===== src/rtl/spi_miso_tx_if.sv =====
// Transmit-buffer handshake and synchronized SPI pins of the MISO transmitter.
// The slave modport is the transmitter's own view of these signals.
interface spi_miso_tx_if #(
    parameter int WIDTH = 8
);
    logic             cs_sync;
    logic             sclk_sync;
    logic [WIDTH-1:0] tx_data;
    logic             tx_valid;
    logic             tx_ready;
    logic             miso;
    logic             miso_oe;
    logic             tx_done;
    logic             underrun;

    modport slave (
        input  cs_sync, sclk_sync, tx_data, tx_valid,
        output tx_ready, miso, miso_oe, tx_done, underrun
    );

    modport master (
        output cs_sync, sclk_sync, tx_data, tx_valid,
        input  tx_ready, miso, miso_oe, tx_done, underrun
    );
endinterface


===== src/rtl/spi_miso_tx.sv =====
// SPI mode-0 peripheral transmitter: shifts a buffered word out on MISO, MSB first.
// Works on chip-select and SCLK that are already synchronized into the clk domain.
//
//  state    | meaning
//  ---------+------------------------------------------------------------
//  ST_IDLE  | chip select high; MISO driven low, pad output disabled
//  ST_SHIFT | chip select low; bits leave on SCLK falls, counted on rises
module spi_miso_tx #(
    parameter int               WIDTH     = 8,
    parameter logic [WIDTH-1:0] IDLE_WORD = '0
) (
    input  logic          clk,
    input  logic          rstb,
    input  logic          en,
    spi_miso_tx_if.slave  spi
);
    localparam int              CNT_W    = $clog2(WIDTH);
    localparam logic [CNT_W-1:0] LAST_BIT = CNT_W'(WIDTH - 1);

    typedef enum logic {
        ST_IDLE,
        ST_SHIFT
    } state_t;

    state_t           r_state;
    logic [WIDTH-1:0] r_buf;
    logic             r_buf_full;
    logic [WIDTH-1:0] r_shift;
    logic [CNT_W-1:0] r_bit_cnt;
    logic             r_word_done;
    logic             r_rise_seen;
    logic             r_cs_prev;
    logic             r_sclk_prev;
    logic             r_miso_oe;
    logic             r_tx_done;
    logic             r_underrun;

    logic w_cs_fall;
    logic w_cs_rise;
    logic w_s_rise;
    logic w_s_fall;
    logic w_accept;
    logic w_load;

    assign w_cs_fall = r_cs_prev & ~spi.cs_sync;
    assign w_cs_rise = ~r_cs_prev & spi.cs_sync;
    assign w_s_rise  = ~r_sclk_prev & spi.sclk_sync;
    assign w_s_fall  = r_sclk_prev & ~spi.sclk_sync;
    assign w_accept  = spi.tx_valid & ~r_buf_full;

    // A new word enters the shifter at chip-select fall and at the first SCLK fall after a full word.
    assign w_load = ((r_state == ST_IDLE) & w_cs_fall) |
                    ((r_state == ST_SHIFT) & ~w_cs_rise & w_s_fall & r_word_done);

    always_ff @(posedge clk or negedge rstb) begin
        if (!rstb) begin
            r_state     <= ST_IDLE;
            r_buf       <= '0;
            r_buf_full  <= 1'b0;
            r_shift     <= '0;
            r_bit_cnt   <= '0;
            r_word_done <= 1'b0;
            r_rise_seen <= 1'b0;
            r_cs_prev   <= 1'b1;
            r_sclk_prev <= 1'b0;
            r_miso_oe   <= 1'b0;
            r_tx_done   <= 1'b0;
            r_underrun  <= 1'b0;
        end else if (en) begin
            r_cs_prev   <= spi.cs_sync;
            r_sclk_prev <= spi.sclk_sync;
            r_tx_done   <= 1'b0;
            r_underrun  <= 1'b0;

            if (w_accept) begin
                r_buf      <= spi.tx_data;
                r_buf_full <= 1'b1;
            end

            case (r_state)
                ST_IDLE: begin
                    r_miso_oe <= w_cs_fall;
                    if (w_cs_fall) begin
                        r_state     <= ST_SHIFT;
                        r_bit_cnt   <= '0;
                        r_word_done <= 1'b0;
                        r_rise_seen <= 1'b0;
                    end
                end
                ST_SHIFT: begin
                    r_miso_oe <= ~spi.cs_sync;
                    // Chip-select rise outranks any coincident SCLK edge.
                    if (w_cs_rise) begin
                        r_state     <= ST_IDLE;
                        r_bit_cnt   <= '0;
                        r_shift     <= '0;
                        r_word_done <= 1'b0;
                        r_rise_seen <= 1'b0;
                    end else if (w_s_rise) begin
                        r_rise_seen <= 1'b1;
                        if (r_bit_cnt == LAST_BIT) begin
                            r_bit_cnt   <= '0;
                            r_tx_done   <= 1'b1;
                            r_word_done <= 1'b1;
                        end else begin
                            r_bit_cnt <= r_bit_cnt + 1'b1;
                        end
                    end else if (w_s_fall) begin
                        if (r_word_done) begin
                            r_word_done <= 1'b0;
                        end else if (r_rise_seen) begin
                            r_shift <= {r_shift[WIDTH-2:0], 1'b0};
                        end
                    end
                end
                default: r_state <= ST_IDLE;
            endcase

            // An empty buffer at load time sends IDLE_WORD; a same-cycle accept still fills the buffer.
            if (w_load) begin
                if (r_buf_full) begin
                    r_shift    <= r_buf;
                    r_buf_full <= 1'b0;
                end else begin
                    r_shift    <= IDLE_WORD;
                    r_underrun <= 1'b1;
                end
            end
        end
    end

    assign spi.tx_ready = ~r_buf_full;
    assign spi.miso     = r_shift[WIDTH-1];
    assign spi.miso_oe  = r_miso_oe;
    assign spi.tx_done  = r_tx_done;
    assign spi.underrun = r_underrun;
endmodule


===== src/flat_wrapper.sv =====
// flat-port wrapper written by rule: the top's interface ports become plain ports
module spi_miso_tx_flat 
#(
    parameter int               WIDTH     = 8,
    parameter logic [WIDTH-1:0] IDLE_WORD = '0
)
  (clk, rstb, en, spi_cs_sync, spi_sclk_sync, spi_tx_data, spi_tx_valid, spi_tx_ready, spi_miso, spi_miso_oe, spi_tx_done, spi_underrun);
  spi_miso_tx_if #(.WIDTH(WIDTH)) spi_i ();
  input  logic clk;
  input  logic rstb;
  input  logic en;
  input wire logic [$bits(spi_i.cs_sync)-1:0] spi_cs_sync;
  input wire logic [$bits(spi_i.sclk_sync)-1:0] spi_sclk_sync;
  input wire logic [$bits(spi_i.tx_data)-1:0] spi_tx_data;
  input wire logic [$bits(spi_i.tx_valid)-1:0] spi_tx_valid;
  output wire logic [$bits(spi_i.tx_ready)-1:0] spi_tx_ready;
  output wire logic [$bits(spi_i.miso)-1:0] spi_miso;
  output wire logic [$bits(spi_i.miso_oe)-1:0] spi_miso_oe;
  output wire logic [$bits(spi_i.tx_done)-1:0] spi_tx_done;
  output wire logic [$bits(spi_i.underrun)-1:0] spi_underrun;
  assign spi_i.cs_sync = spi_cs_sync;
  assign spi_i.sclk_sync = spi_sclk_sync;
  assign spi_i.tx_data = spi_tx_data;
  assign spi_i.tx_valid = spi_tx_valid;
  assign spi_tx_ready = spi_i.tx_ready;
  assign spi_miso = spi_i.miso;
  assign spi_miso_oe = spi_i.miso_oe;
  assign spi_tx_done = spi_i.tx_done;
  assign spi_underrun = spi_i.underrun;
  spi_miso_tx #(.WIDTH(WIDTH), .IDLE_WORD(IDLE_WORD)) u_core (.clk(clk), .rstb(rstb), .en(en), .spi(spi_i));
endmodule

===== config.mk =====
export PLATFORM = sky130hd
export DESIGN_NAME = spi_miso_tx_flat
export DESIGN_NICKNAME = d
export VERILOG_FILES = /design/src/rtl/spi_miso_tx_if.sv /design/src/rtl/spi_miso_tx.sv /design/src/flat_wrapper.sv
export SDC_FILE = /design/constraint.sdc
export NUM_CORES = 1
export LEC_CHECK = 0
export ABC_AREA = 1
export CAP_MARGIN = 30
export CELL_PAD_IN_SITES_DETAIL_PLACEMENT = 0
export CELL_PAD_IN_SITES_GLOBAL_PLACEMENT = 1
export CORE_MARGIN = 3
export CORE_UTILIZATION = 41
export CTS_CLUSTER_DIAMETER = 150
export CTS_CLUSTER_SIZE = 24
export DETAILED_ROUTE_END_ITERATION = 8
export PLACE_DENSITY = 0.85
export SLEW_MARGIN = 20
export SYNTH_ARGS = -nofsm -noshare
export SYNTH_HDL_FRONTEND = slang
export SYNTH_SLANG_ARGS = --single-unit

===== constraint.sdc =====
create_clock -name clk -period 1.6 [get_ports clk]
set_input_delay 0.4 -clock clk [delete_from_list [all_inputs] [get_ports clk]]
set_output_delay 0.4 -clock clk [all_outputs]
set_load 0.005 [all_outputs]

==> run metrics, run 1 <==
status=completed; H-tree levels=1; n_diodes=0; max_cap viols=0; Worst Setup End Kind=output pin; Synth area leaders=dfrtp_1 (45%), nand2_1 (13%), mux2_2 (6.0%), inv_1 (5.5%), nand3_1 (4.0%); antenna violations before repair=0; CP bufs+invs=1; maximum fanout along the worst path=2; prevailing post-synth register cell=dfrtp_1; Async SR Flop Fraction=1.00; CP peak stage delay=500 ps; wire per inst=12.1 um; Pre-antenna DRT Iters=4; CTS buffer count=3; I/O Buffers=18; largest family of logic cells by synthesized area=simple AND/OR/NAND/NOR gates; largest net degree at the start of global routing=29; register area share after synthesis=0.466; RePlAce Congestion=between 0.8 and 0.9; fillcell total=323; upper clock frequency limit=657 MHz; global-route wire length before repair=about 5700 um; adder-cell share of the synthesized area=0.0332; number of remaining DRC errors=0; Die Span X=66.6 um; worst vdd ir=756 uV; Synth area leader=dfrtp_1; worst hold path type=input pin to register; r2r setup slk=approximately 160 ps; Die H=66.6 um; Simple-Gate Fraction of Synth Area=0.295; GRT overflow=0; Req. time, crit path=1200 ps; Clock Path Buffers=2; die area=between 4000 and 5000 um^2; area delta synth->final=26.8%; Root Driver=clkbuf_8; Final #Nets=230; GRT Resource Usage Total=0.165; warnings from Yosys=0; RSZ-0062 raised after global routing=false; slew of the pin with the lowest slew margin=270 ps; Clock Sinks=28; cells along the critical path=clkdlybuf4s50_1; I/O pins=19; FF+latch count, synth=28; Core Region=3440 um^2; clk_lat worst skew=270 ps; post-synthesis xor/xnor area fraction=0; Compound-Gate Fraction of Synth Area=0.0564; Post-Syn Area per Cell=8.52 um^2; Initial Util=0.438; vias in the first global route=around 1300; area of the mapped netlist=1510 um^2; Final min period=1520 ps; final hold viol count=0; crit share post-route=0.951; share of cells above drive strength 1=0.199; final instance area=about 1900 um^2; HPWL after detailed placement=2350 um; DR vias=1255; DR vias/cell=4.88; Synth Instances=roughly 180; syn_nets=just under 200; family with the most delay on the worst path=buffers and inverters; Netlist cell types=23; max_slew headroom=0.820; final clock skew=about 1.1 ps; Crit Path Class=register to output pin; Slew Limit Fails=0; CTS tree=yes; Post-synth EDFFs=0; leakage=1.03 nW; Rows=21; final core occ=0.555; # setup viols final=0; slowest CP cell=clkdlybuf4s50_1; First DRT Iteration DRCs=between 100 and 150; Hold Buf Count CTS=0; Placed Instance Area=1840 um^2; CTS clk-pin slew, worst paths=around 90 ps; Setup crit start kind=register; Total Routed Length=3120 um; Post-DRT Antenna Nets=0; post-synthesis mux area share=0.0598; PwrDens=1240 nW/um^2; area share of the largest cell type after synthesis=0.448; Post-CTS Repair Setup Buffers=0; Crit path arrival time=1120 ps
## cell type report
type,count,area (um^2),area share
sequential,28,702,0.367
inverter,26,97.6,0.0510
multi-input combinational,120,684,0.358
timing repair buffer,33,325,0.170
tap,46,57.6,0.0301
clock buffer,4,45.0,0.0236
## final timing paths
| path | endpoint | cells after the start | start |
|---|---|---|---|
| hold reg to reg | u_core.r_shift[4] | 2 | u_core.r_shift[4] |
| setup reg to reg | u_core.r_shift[6] | 8 | u_core.r_cs_prev |
| setup / recovery | spi_tx_done | 1 | u_core.spi.tx_done |
| hold / removal | u_core.r_sclk_prev | 3 | spi_sclk_sync |
| min in group asynchronous | u_core.spi.miso_oe | 2 | rstb |
| max in group asynchronous | u_core.r_cs_prev | 2 | rstb |
## where the power goes
part	internal (W)	total, W	switching, W	leakage [nW]
combinational	0.000433	0.000900	0.000467	0.649
clock	0.000178	0.000385	0.000206	0.0228
sequential	0.000952	0.00109	0.000143	0.356
## per-layer routing
| metal | wire, um | global-route usage | part of all wire |
|---|---|---|---|
| met1 | 1470 | 0.228 | 0.47 |
| met3 | 133 | 0.0253 | 0.043 |
| met4 | 39 | 0.0482 | 0.013 |
| met5 | 0 | 0 | 0 |
| met2 | 1470 | 0.265 | 0.47 |
## flip-flops by register name, indices dropped and copies added, names as in the netlist
register and count:
u_core.spi.underrun 1, u_core.r_cs_prev 1, u_core.r_sclk_prev 1, u_core.spi.miso_oe 1, u_core.spi.tx_done 1, u_core.r_word_done 1
u_core.r_buf 8, u_core.r_rise_seen 1, u_core.r_state 1, u_core.r_bit_cnt 3, u_core.r_shift 8, u_core.r_buf_full 1
## Yosys cell counts (3+ instances only)
master and n:
nand2_1 52, dfrtp_1 27, inv_1 22, nand3_1 12
nor2_1 11, o21ai_0 9, mux2_2 8, nand4_1 7
ha_1 4, nand2_2 4, buf_6 3, inv_2 3
## cell usage in the layout (no fill, tap or decap), types with 4 or more instances in the layout
cell type,count
buf_4,12
clkdlybuf4s50_1,15
dfrtp_1,27
ha_1,4
inv_1,22
mux2_2,8
nand2_1,52
nand3_1,12
nand4_1,7
nor2_1,11
o21ai_0,9
## kinds of logic after synthesis
kind of cell | Yosys count
compound gates | 15
fa+ha+maj | 4
buf+inv | 30
flops | 28
mux | 8
simple gates | 92
## what timing repair did
action / 4_1_cts / 5_1_grt
endpoints found under the setup margin: 9 / 11
pin swaps: 2 / 0
resized for setup: 2 / 3
cloned: 1 / 0
endpoints found under the hold margin: 0 / 0
## through the flow
step,setup TNS (ps),worst slack (ps),instances,total power (W),hold slack (ps)
floorplan,0,283,177,0.00168,104
global placement,-3560,-276,252,0.00196,454
detailed placement,-4870,-350,252,0.00200,460
CTS,0,6.64,257,0.00240,483
global route,0,2.65,257,0.00260,453
finish,0,78.4,257,0.00238,416
Power figures use the tool's default switching activity.
==> run 2: changes to the inputs <==
--- a/config.mk
+++ b/config.mk
@@ -15,7 +15,6 @@
 export CTS_CLUSTER_SIZE = 24
 export DETAILED_ROUTE_END_ITERATION = 8
 export PLACE_DENSITY = 0.85
-export SLEW_MARGIN = 20
 export SYNTH_ARGS = -nofsm -noshare
 export SYNTH_HDL_FRONTEND = slang
 export SYNTH_SLANG_ARGS = --single-unit
==> results of run 2 <==
No change in the layout: final DEF, timing and power equal those of run 1.
==> run 3: changes to the inputs <==
==> constraint.sdc (replaced) <==
create_clock -name clk -period 1.6 [get_ports clk]
set_input_delay 0.16 -clock clk [delete_from_list [all_inputs] [get_ports clk]]
set_output_delay 0.16 -clock clk [all_outputs]
set_load 0.005 [all_outputs]
==> run metrics, run 3 (synthesized netlist as in run 1, its figures left out) <==
I/O pins=19; Total Routed Length=between 2000 and 3000 um; H-tree levels=1; Post-CTS Repair Setup Buffers=0; Die Span X=66.6 um; cells along the critical path=nand2_1, nand2_4, nand2_2, inv_2, nand2_2, nand2_1, nand2_1; CTS clk-pin slew, worst paths=about 100 ps; Slew Limit Fails=0; CTS buffer count=3; most frequent cells in the layout=nand2_1 (52), dfrtp_1 (27), inv_1 (22); vias in the first global route=1175; family with the most delay on the worst path=flip-flops; max_slew headroom=0.767; Core Region=3440 um^2; PwrDens=1300 nW/um^2; antenna violations before repair=0; CP peak stage delay=roughly 560 ps; worst vdd ir=742 uV; crit share post-route=0.893; Initial Util=0.438; First DRT Iteration DRCs=42; Pre-antenna DRT Iters=4; final clock skew=4.84 ps; # setup viols final=0; Req. time, crit path=1770 ps; Post-DRT Antenna Nets=0; worst hold path type=input pin to asynchronous set/reset pin; Clock Path Buffers=2; max_cap viols=0; slew of the pin with the lowest slew margin=349 ps; DR vias/cell=~4.7; GRT Resource Usage Total=0.148; wire per inst=11.5 um; I/O Buffers=18; RSZ-0062 raised after global routing=false; Root Driver=clkbuf_8; clk_lat worst skew=270 ps; RePlAce Congestion=0.849; status=completed; Final #Nets=223; setup_tns=0 ps; Final min period=1430 ps; DR vias=1177; die area=4440 um^2; Die H=66.6 um; Worst Setup End Kind=register; upper clock frequency limit=700 MHz; final hold viol count=0; slowest CP cell=dfstp_2; commonest non-fill, non-tap cell in the layout=nand2_1; CTS tree=yes; Hold Buf Count CTS=0; Crit path top cell by count=nand2_1; HPWL after detailed placement=2190 um; area delta synth->final=21.3%; Setup crit start kind=register; Rows=21; maximum fanout along the worst path=14; global-route wire length before repair=5020 um; largest net degree at the start of global routing=29; share of cells above drive strength 1=0.176; Clock Sinks=28; leakage=0.952 nW; number of remaining DRC errors=0; CP bufs+invs=1; n_diodes=0; Crit path arrival time=1600 ps; Crit Path Class=register to register; CTS resizes=0; hold slack=252 ps; GRT overflow=0; Top Registers=u_core.r_buf x8, u_core.r_shift x8, u_core.r_bit_cnt x3
==> run 3: cell count changes in the layout (fill, tap and decap cells not counted), sizes merged <==
cell / delta
clkdlybuf4s50: +3
dlygate4sd2: -1
nand3: -1
buf: -6
dlymetal6s2s: -2
==> run 3: layer usage <==
layer	track usage	part of all wire
met1	0.194	0.50
met2	0.241	0.44
met3	0.0270	0.037
met4	0.0584	0.017
met5	0	0
==> run 3: worst paths after layout <==
kind,startpoint,to,slack (ps),cells after the start
setup / recovery,u_core.r_cs_prev,u_core.r_shift[6],170,7
hold / removal,rstb,u_core.r_state,250,2
setup reg to reg,u_core.r_cs_prev,u_core.r_shift[6],170,7
hold reg to reg,u_core.r_shift[7],u_core.r_shift[7],480,2
max in group asynchronous,rstb,u_core.r_cs_prev,1050,2
min in group clk,u_core.r_shift[7],u_core.r_shift[7],480,2
==> run 3: per-stage QoR <==
stage / utilization / power, W / cells / instance area (um^2) / setup WS, ps
after global routing: 0.531 / 0.00260 / 250 / 1830 / 51.0
after detailed placement: 0.515 / 0.00196 / 246 / 1770 / -74.1
after CTS: 0.531 / 0.00242 / 250 / 1830 / 173
after floorplan: - / 0.00168 / 177 / 1510 / 326
after global placement: 0.515 / 0.00193 / 246 / 1770 / -50.5
final: 0.531 / 0.00238 / 250 / 1830 / 172
==> run 3: area by class of cell <==
type / count / area, um^2
fill: 325 / 1610
sequential: 28 / 702
multi-input combinational: 119 / 669
timing repair buffer: 27 / 248
inverter: 26 / 97.6
tap: 46 / 57.6
clock buffer: 4 / 55.1
==> run 3: where the power goes <==
part,internal (W),total [W],switching [W]
combinational,0.000413,0.000850,0.000436
sequential,0.000951,0.00109,0.000141
clock,0.000220,0.000438,0.000218
